===== src/rtl/lfsr_seq_ctrl.sv =====
// Control sequencer for the serial LFSR generator: captures seed and phase lengths on start,
// then walks LOAD -> WARM -> SHIFT -> DONE, issuing registered strobes to the datapath.
module lfsr_seq_ctrl #(
    parameter int unsigned WIDTH = 4,
    parameter int unsigned CNT_W = 4
) (
    input  logic             CLK,
    input  logic             RST,
    input  logic             start,
    input  logic             abort,
    input  logic [WIDTH-1:0] seed_in,
    input  logic [CNT_W-1:0] warm_len,
    input  logic [CNT_W-1:0] frame_len,
    output logic             seed_ld,
    output logic [WIDTH-1:0] seed_out,
    output logic             lfsr_en,
    output logic             shift_en,
    output logic [CNT_W-1:0] bit_idx,
    output logic             busy,
    output logic             done,
    output logic             aborted
);

    localparam logic [CNT_W-1:0] CNT_ONE = CNT_W'(1);

    typedef enum logic [2:0] {
        IDLE  = 3'd0,
        LOAD  = 3'd1,
        WARM  = 3'd2,
        SHIFT = 3'd3,
        DONE  = 3'd4
    } state_t;

    state_t             state_q, state_d;
    logic [CNT_W-1:0]   cnt_q, cnt_d;
    logic [CNT_W-1:0]   warm_q, warm_d;
    logic [CNT_W-1:0]   frame_q, frame_d;
    logic [WIDTH-1:0]   seed_q, seed_d;
    logic               abort_hit;

    always_comb begin
        state_d   = state_q;
        cnt_d     = cnt_q;
        warm_d    = warm_q;
        frame_d   = frame_q;
        seed_d    = seed_q;
        abort_hit = 1'b0;

        case (state_q)
            IDLE: begin
                if (start && !abort) begin
                    state_d = LOAD;
                    cnt_d   = '0;
                    seed_d  = seed_in;
                    warm_d  = warm_len;
                    frame_d = frame_len;
                end
            end
            LOAD: begin
                cnt_d = '0;
                if (abort) begin
                    state_d   = IDLE;
                    abort_hit = 1'b1;
                end else if (warm_q != '0) begin
                    state_d = WARM;
                end else if (frame_q != '0) begin
                    state_d = SHIFT;
                end else begin
                    state_d = DONE;
                end
            end
            WARM: begin
                if (abort) begin
                    state_d   = IDLE;
                    cnt_d     = '0;
                    abort_hit = 1'b1;
                end else if (cnt_q == warm_q - CNT_ONE) begin
                    cnt_d   = '0;
                    state_d = (frame_q != '0) ? SHIFT : DONE;
                end else begin
                    cnt_d = cnt_q + CNT_ONE;
                end
            end
            SHIFT: begin
                if (abort) begin
                    state_d   = IDLE;
                    cnt_d     = '0;
                    abort_hit = 1'b1;
                end else if (cnt_q == frame_q - CNT_ONE) begin
                    cnt_d   = '0;
                    state_d = DONE;
                end else begin
                    cnt_d = cnt_q + CNT_ONE;
                end
            end
            DONE: begin
                // abort here is deliberately silent: the run already completed
                state_d = IDLE;
                cnt_d   = '0;
            end
            default: begin
                state_d = IDLE;
                cnt_d   = '0;
            end
        endcase
    end

    // Strobes are registered from the next-state decode so each is high exactly in its state.
    always_ff @(posedge CLK or negedge RST) begin
        if (!RST) begin
            state_q  <= IDLE;
            cnt_q    <= '0;
            warm_q   <= '0;
            frame_q  <= '0;
            seed_q   <= '0;
            seed_ld  <= 1'b0;
            lfsr_en  <= 1'b0;
            shift_en <= 1'b0;
            bit_idx  <= '0;
            busy     <= 1'b0;
            done     <= 1'b0;
            aborted  <= 1'b0;
        end else begin
            state_q  <= state_d;
            cnt_q    <= cnt_d;
            warm_q   <= warm_d;
            frame_q  <= frame_d;
            seed_q   <= seed_d;
            seed_ld  <= (state_d == LOAD);
            lfsr_en  <= (state_d == WARM) || (state_d == SHIFT);
            shift_en <= (state_d == SHIFT);
            bit_idx  <= (state_d == SHIFT) ? cnt_d : '0;
            busy     <= (state_d != IDLE);
            done     <= (state_d == DONE);
            aborted  <= abort_hit;
        end
    end

    assign seed_out = seed_q;

endmodule


===== config.mk =====
export PLATFORM = sky130hd
export DESIGN_NAME = lfsr_seq_ctrl
export DESIGN_NICKNAME = d
export VERILOG_FILES = /design/src/rtl/lfsr_seq_ctrl.sv
export SDC_FILE = /design/constraint.sdc
export NUM_CORES = 1
export LEC_CHECK = 0
export ABC_AREA = 1
export CAP_MARGIN = 10
export CORE_ASPECT_RATIO = 1.5
export CORE_MARGIN = 3
export CORE_UTILIZATION = 57
export CTS_BUF_LIST = sky130_fd_sc_hd__clkbuf_4
export DETAILED_ROUTE_END_ITERATION = 6
export GPL_ROUTABILITY_DRIVEN = 0
export PLACE_DENSITY = 0.87
export SLEW_MARGIN = 10
export SYNTH_ARGS = -nofsm -noshare
export SYNTH_HDL_FRONTEND = slang
export SYNTH_SLANG_ARGS = --single-unit

===== constraint.sdc =====
create_clock -name CLK -period 2.6 [get_ports CLK]
set_input_delay 0.52 -clock CLK [delete_from_list [all_inputs] [get_ports CLK]]
set_output_delay 0.52 -clock CLK [all_outputs]
set_load 0.01 [all_outputs]

## Word level (Yosys, flattened, before mapping)

Cells that the tools add are included.

| cells by class | value |
|---|---|
| mux-type cells | 18 |
| $add $sub $neg | 3 |
| equality and inequality tests | 9 |
| reduce and logical (&&, ||, !) cells | 9 |

Operators with widths:

| kind | count |
|---|---|
| 3-bit two-way mux | 8 |
| 4-bit two-way mux | 6 |
| 3-bit by 2-bit equality test with 1-bit output (second input constant) | 4 |
| 3-bit one-hot mux with 4 select lines | 1 |
| 4-bit one-hot mux with 3 select lines | 1 |
| 4-bit equality test | 2 |
| 4-bit nonzero test | 2 |
| 4-bit by 1-bit subtractor with 4-bit output (second input constant) | 2 |
| 3-bit by 1-bit equality test with 1-bit output (second input constant) | 2 |
| 4-bit by 1-bit adder with 4-bit output (second input constant) | 1 |
| 3-bit equality test (second input constant) | 1 |
| 3-bit zero test | 1 |
| 3-bit nonzero test | 1 |
| 3-bit OR reduction | 1 |
| 1-bit two-way mux | 2 |
| 2-bit AND reduction | 1 |
| 1-bit logical AND | 1 |
| 1-bit zero test | 1 |
| 1-bit logical OR | 1 |

| word-level totals | value |
|---|---|
| bits in registers | 29 |
| output and inout port bits | 14 |

## Logic depth before layout (Yosys ltp)

Gate-level depths: netlist (run 1).

| logic depth | value |
|---|---|
| depth after elaboration | 7 |
| depth in mapped cells | 13 |
| depth with buffers taken out | 13 |

## Worst setup path before layout (run 1)

OpenSTA, ideal clock, no wires.

| timing | value |
|---|---|
| path kind | register to register |
| start point | register warm_q[0] |
| end point | register busy |
| period minus slack after synthesis | 1.551 ns |
| library setup time | 0.122 ns |
| buffers on the path | 0 |
| data arrival time | 1.429 ns |
| path slack | 1.049 ns |
| stages on the path, launching flop included | 13 |
| cell sequence | dfrtp_1 inv_1 ha_1 nand2_1 inv_1 nor2_1 nand2_1 nor2_2 nand3_1 nand2_1 nand4_1 inv_1 nand2_1 |

| between the ends | value |
|---|---|
| cells in the longest elaborated chain, start to end | 6 |
| elaborated cells on any way between the ends | 9 |
| classes of those cells | 1 x add/sub; 1 x eq/ne; 5 x mux; 2 x reduce/logical |

Ends and longest elaborated chain:

| item | RTL line | text |
|---|---|---|
| start: declaration | 36 | `logic [CNT_W-1:0] warm_q, warm_d;` |
| start signal: assignment | 126 | `warm_q <= warm_d;` |
| 4-bit by 1-bit subtractor with 4-bit output | 77 | `end else if (cnt_q == warm_q - CNT_ONE) begin` |
| 4-bit equality test | 77 |  |
| 3-bit two-way mux | 77 |  |
| 3-bit two-way mux | 73 | `if (abort) begin` |
| 3-bit one-hot mux with 4 select lines (*) | 49 | `case (state_q)` |
| 3-bit nonzero test (*) | 133 | `busy <= (state_d != IDLE);` |
| end signal: assignment | 133 |  |
| end: declaration | 19 | `output logic busy,` |

Mark *: on every way between the ends. The rest lies on a longest branch, timed or not.
A chain may end at the register's enable or synchronous reset.

## Worst setup path after layout (run 1)

| timing | value |
|---|---|
| start point | input abort |
| end point | register shift_en |

| between the ends | value |
|---|---|
| cells in the longest elaborated chain, start to end | 5 |
| elaborated cells on any way between the ends | 8 |
| classes of those cells | 1 x eq/ne; 5 x mux; 2 x reduce/logical |

Ends and longest elaborated chain:

| item | RTL line | text |
|---|---|---|
| start: declaration | 10 | `input logic abort,` |
| 1-bit zero test | 51 | `if (start && !abort) begin` |
| 1-bit logical AND | 51 |  |
| 3-bit two-way mux | 51 |  |
| 3-bit one-hot mux with 4 select lines (*) | 49 |  |
| via state_d[0] | 34 | `state_t state_q, state_d;` |
| 3-bit by 2-bit equality test with 1-bit output (*) | 131 | `shift_en <= (state_d == SHIFT);` |
| end signal: assignment | 131 |  |
| end: declaration | 17 | `output logic shift_en,` |

Mark *: on every way through the listed nets, which the timed path passes. The rest lies on a longest branch.

==> results of run 1 <==
==> registers in the layout, summed over array words and instances (netlist names), 3 cells and up <==
| signal | count |
|---|---|
| bit_idx | 4 |
| cnt_q | 4 |
| frame_q | 4 |
| seed_out | 4 |
| warm_q | 4 |
| state_q | 3 |
==> cell usage in the layout, fill, tap and decap left out, types with 2 or more instances in the layout <==
| cell type | n |
|---|---|
| inv_1 | 26 |
| dfrtp_1 | 29 |
| xor2_1 | 4 |
| nand2_2 | 3 |
| nand2_1 | 66 |
| ha_1 | 4 |
| o22ai_1 | 2 |
| nor2_1 | 8 |
| clkdlybuf4s50_1 | 29 |
| nand2_4 | 2 |
| nor2_2 | 3 |
| inv_2 | 4 |
| o21ai_2 | 7 |
| nor4_1 | 3 |
| o21ai_1 | 2 |
| nor3_1 | 2 |
| nand3_1 | 13 |
| xnor2_1 | 2 |
| clkbuf_4 | 6 |
==> worst max-delay path: cells and delay by family <==
| family | cells | cell delay [ns] |
|---|---|---|
| buf+inv | 5 | 1.02 |
| compound gates | 1 | 0.17 |
| simple gates | 4 | 0.32 |
==> worst paths after layout <==
check	cells past startpoint	endpoint	slack (ns)	from
max	10	shift_en	0.80	abort
min	2	seed_out[0]	0.50	seed_out[0]
max reg2reg	12	busy	0.80	warm_q[0]
min reg2reg	2	seed_out[0]	0.50	seed_out[0]
max in group asynchronous	2	done	1.77	RST
min in group asynchronous	2	cnt_q[2]	0.56	RST
==> metal layers <==
layer  GRT usage  part of all wire
met1       0.226              0.40
met2       0.411              0.54
met3      0.0512             0.043
met4       0.114             0.017
met5           0                 0
==> synthesized netlist by cell type, drive strengths merged <==
master	instances
a21oi	2
buf	3
dfrtp	29
ha	4
inv	30
nand2	71
nand3	14
nand4	1
nor2	12
nor3	2
nor3b	1
nor4	4
o21ai	9
o22ai	2
xnor2	2
xor2	4
==> through the flow <==
stage,utilization,instances
global route,0.771,261
floorplan,-,190
CTS,0.771,261
detailed placement,0.740,253
global placement,0.740,253
finish,0.771,261
==> power groups by stage <==
| stage | Combinational [mW] | Sequential [mW] | Clock (mW) |
|---|---|---|---|
| after floorplan | 0.579 | 0.688 | 0 |
| after global placement | 0.816 | 0.672 | 0 |
| after detailed placement | 0.850 | 0.680 | 0 |
| after CTS | 0.863 | 0.674 | 0.373 |
| after global routing | 0.977 | 0.688 | 0.392 |
| final | 0.859 | 0.673 | 0.370 |
==> cell families after synthesis <==
logic type	share of synthesized area
AO/OA/AOI/OAI	0.0630
XOR/XNOR	0.0339
adder cells (fa/ha/maj)	0.0323
buffers and inverters	0.0855
flip-flops	0.468
AND/OR/NAND/NOR	0.317
==> final cells by class <==
cell class / instances / area share
clock buffers: 6 / 0.0231
clock inverters: 2 / 0.0173
inverters: 30 / 0.0577
multi-input cells: 128 / 0.354
flip-flops and latches: 29 / 0.372
well taps: 36 / 0.0231
repair buffers: 30 / 0.153
==> flow_metrics.py, run 1 <==
metrics = {
    "run_status": {
        "status": "complete, no violations",
    },
    "floorplan": {
        "die_w_um": 48.6,
        "die-area_um2": 3390,
        "initial_core_util": 0.612,
        "core_um2": 2530,
        "ioPinCount": 30,
        "row_count": 22,
        "dieHeight_um": 69.9,
    },
    "timing": {
        "fin_tns_setup_ns": 0,
        "setup_violations": 0,
        "layout_setup_ws_ns": 0.801,
        "clock_skew_ns": 0.00731,
        "relSlewSlack": 0.725,
        "report.final.slew_viol_count": 0,
        "final-hold-violation-count": 0,
        "min_period_over_period": 0.692,
        "rsz0062_at_grt": "false",
        "fin_crit_ns": 1.80,
        "fmax_ghz": 0.556,
        "holdWs_ns": 0.495,
        "worst_pin_slew_ns": 0.408,
    },
    "grt": {
        "grt_use_total": 0.221,
        "grt_pass1_vias": 1380,
        "grt_overflow": 0,
        "antenna_found_initial": 0,
        "grt_max_degree": 30,
        "grt_pass1_wl_mm": 5.89,
    },
    "cts": {
        "cts_sinks": 29,
        "cts_inserted_buffers": 5,
        "cts_resized": 0,
        "root_buffer": "clkbuf_4",
        "clk_latency_ns": 0.34,
        "clockBufferDepth": 2,
        "cts_hold_buffers": 0,
        "clkTransAtPathRegs_ns": 0.09,
        "tritoncts": "yes",
        "post-cts-setup-buffers": 0,
        "htree_levels": 2,
    },
    "pwr": {
        "finalPower_mw": 1.90,
        "ir_worst_vdd_uv": 679,
        "p_int_mw": 1.15,
        "swShare": 0.396,
        "p_sw_uw": 753,
        "power.density_nw_per_um2": 974,
        "clkPwrFrac": 0.195,
        "leakage_nw": 1.01,
        "power_frac_comb": 0.451,
        "p_seq_frac": 0.354,
    },
    "routing": {
        "remaining_drc_errors": 0,
        "wl_per_cell_um": 12.6,
        "ant_nets": 0,
        "drtPass1Iterations": 4,
        "num_vias": 1301,
        "routed_wl_mm": 3.30,
        "drt_iter0_drc": 25,
        "avgViaCountPerCell": 4.98,
    },
    "setup_path": {
        "crit_fanout": 21,
        "slowest_delay_ns": 0.67,
        "cp.arrival_ns": 2.03,
        "crit_required_ns": 2.83,
        "end_kind": "flip-flop",
        "worstSetupPathType": "in2reg",
        "crit_path_frequent_cell": "inv_2",
        "path_cells": "clkdlybuf4s50_1 > inv_2 > nand2_1 > inv_2 > nand2_4 > inv_2 > a21oi_2 > nand2_2 > nand2_1 > inv_1",
        "startpoint_type": "input port",
        "critPathSlowestCell": "clkdlybuf4s50_1",
    },
    "placement": {
        "port_buffers": 29,
        "placed_area_um2": 1870,
        "hpwl_mm": 2.48,
        "dpl_worst_slack_ns": 0.465,
    },
    "yosys": {
        "synth_area_leaders": "dfrtp_1 (47%), nand2_1 (16%), inv_1 (6.3%), nand3_1 (4.2%), o21ai_2 (4.0%)",
        "synth.distinct_cells": 26,
        "ys_warn_count": 0,
        "avgSynthCellArea_um2": 8.16,
        "yosys.area.top_type": "dfrtp_1",
        "syn_inst": 190,
        "syn_nets": 210,
        "syn_area_um2": 1550,
        "netlist.area_leader.share": 0.468,
        "synth-seq-cells": 29,
        "yosysSeqAreaShare": 0.468,
    },
    "finish": {
        "nNetsFinal": 244,
        "diodes": 0,
        "nFillCells": 205,
        "synthToLayoutAreaGrowth_pct": 25.9,
        "regArea_um2": 726,
        "fin_area_um2": 1950,
        "multi_input_area_um2": 692,
        "drive_gt1_frac": 0.142,
    },
    "job": {
        "drv_cap": 0,
    },
    "min_path": {
        "hold_path.class": "reg2reg",
    },
}
No activity file was read; power rests on OpenSTA's default activity.
==> inputs of run 2 (changes only) <==
- CORE_UTILIZATION: 57 -> 48
- PLACE_DENSITY: 0.87 -> 0.78
- clock period: 2.6 -> 1.6 ns (I/O delays scaled with it)
==> run 2 against run 1 <==
Net effect:
- the flow now finishes with violations (negative setup slack)
- cell area grew 9.6%
- total power grew 72%
- non-clock buffer count grew 17
- sequential cell count is the same
- setup slack lost 0.86 ns
- critical endpoint is now busy
- highest routed layer unchanged
==> flow_metrics.py, run 2 (synthesized netlist as in run 1, its figures left out) <==
metrics = {
    "pwr": {
        "finalPower_mw": 3.27,
        "power.density_nw_per_um2": 1530,
        "ir_worst_vdd_uv": 899,
        "leakage_nw": 1.10,
    },
    "routing": {
        "routed_wl_mm": 3.11,
        "drt_iter0_drc": 38,
        "num_vias": 1362,
        "wl_per_cell_um": 11.1,
        "remaining_drc_errors": 0,
        "avgViaCountPerCell": 4.86,
        "ant_nets": 0,
        "drtPass1Iterations": 4,
    },
    "cts": {
        "cts_hold_buffers": 0,
        "clkTransAtPathRegs_ns": 0.08,
        "tritoncts": "yes",
        "htree_levels": 2,
        "cts_sinks": 29,
        "clockBufferDepth": 2,
        "cts_inserted_buffers": 5,
        "clk_latency_ns": 0.32,
        "root_buffer": "clkbuf_4",
    },
    "setup_path": {
        "worstSetupPathType": "reg2reg",
        "startpoint_type": "flip-flop",
        "crit_required_ns": 1.82,
        "r2r_slack_ns": -0.05,
        "end_kind": "flip-flop",
        "cp.arrival_ns": 1.87,
        "crit_fanout": 3,
    },
    "timing": {
        "setup_violations": 6,
        "fin_crit_ns": 1.65,
        "worst_pin_slew_ns": 0.483,
        "relSlewSlack": 0.675,
        "min_period_over_period": 1.03,
        "final-hold-violation-count": 0,
        "layout_setup_ws_ns": -0.0539,
        "fmax_ghz": 0.605,
        "holdWs_ns": 0.376,
        "clock_skew_ns": 0.00274,
        "rsz0062_at_grt": "true",
        "report.final.slew_viol_count": 0,
    },
    "grt": {
        "grt_use_total": 0.178,
        "grt_overflow": 0,
        "grt_max_degree": 30,
        "antenna_found_initial": 0,
        "grt_pass1_vias": 1234,
        "grt_pass1_wl_mm": 5.19,
    },
    "finish": {
        "multi_input_area_um2": 753,
        "layout_common_cells": "nand2_1 (63), dfrtp_1 (29), clkdlybuf4s50_1 (28)",
        "synthToLayoutAreaGrowth_pct": 38.0,
        "nNetsFinal": 261,
        "final_common_cell": "nand2_1",
        "drive_gt1_frac": 0.257,
        "fin_util": 0.713,
        "regArea_um2": 726,
        "nFillCells": 243,
        "fin_cells": 280,
        "diodes": 0,
    },
    "floorplan": {
        "core_um2": 3000,
        "initial_core_util": 0.516,
        "die_w_um": 52.4,
        "die-area_um2": 3960,
        "ioPinCount": 30,
        "row_count": 24,
        "dieHeight_um": 75.6,
    },
    "run_status": {
        "violations": "negative setup slack",
        "status": "finished, violations left",
    },
    "placement": {
        "dp_cells": 269,
        "dpl_worst_slack_ns": -0.134,
        "port_buffers": 29,
        "hpwl_mm": 2.26,
    },
    "job": {
        "drv_cap": 0,
    },
    "min_path": {
        "hold_path.class": "in2async",
    },
}
## run 2: cell types whose count changed in the layout (fill, tap and decap cells not counted), sizes merged
cell           change
buf               +17
bufinv             -1
clkdlybuf4s50      -1
dlymetal6s2s       +1
## run 2: report_power, final
group	internal (mW)	total [mW]	switching, mW
Combinational	0.830	1.78	0.946
Sequential	0.945	1.09	0.144
Clock	0.176	0.406	0.230
Total	1.95	3.27	1.32
## run 2: final cells by class
cell class	count	area share
multi-input cells	128	0.352
flip-flops and latches	29	0.339
repair buffers	47	0.209
inverters	30	0.0538
well taps	39	0.0228
clock buffers	6	0.0211
clock inverters	1	0.00175
## run 2: worst paths after layout
| check | from | end | cells after the start |
|---|---|---|---|
| setup / recovery | warm_q[0] | busy | 12 |
| setup reg to reg | warm_q[0] | busy | 12 |
| hold reg to reg | seed_out[1] | seed_out[1] | 2 |
| max in group asynchronous | RST | seed_ld | 2 |
| min in group CLK | seed_out[1] | seed_out[1] | 2 |
| hold / removal | RST | cnt_q[1] | 2 |
## run 2: what timing repair did
item / in CTS / in global routing
endpoints found under the setup margin: 5 / 16
setup buffers: 2 / 2
pin swaps: 8 / 11
resized for setup: 4 / 16
## run 2: per-layer routing
layer	vias up	GRT usage	wire length, um
li1	688	-	-
met1	633	0.198	1230
met2	33	0.308	1660
met3	8	0.0470	149
met4	0	0.0938	77
met5	-	0	0
## run 2: through the flow
| stage | setup TNS [ns] | instance area (um2) |
|---|---|---|
| after floorplan | 0 | 1550 |
| after CTS | 0 | 2070 |
| after detailed placement | -1.01 | 1990 |
| final | -0.184 | 2140 |
| after global placement | -1.05 | 1990 |
| after global routing | -0.997 | 2140 |
## run 2: critical path, stage by stage, from the launching register on
cell and delay [ns]:
dfrtp_1 0.39, inv_2 0.08, ha_4 0.21, nand2_2 0.07, inv_2 0.03, nor2_2 0.11, nand2_2 0.08, nor2_4 0.15
nand3_2 0.10, nand2_2 0.11, nand4_1 0.11, inv_1 0.07, nand2_1 0.04
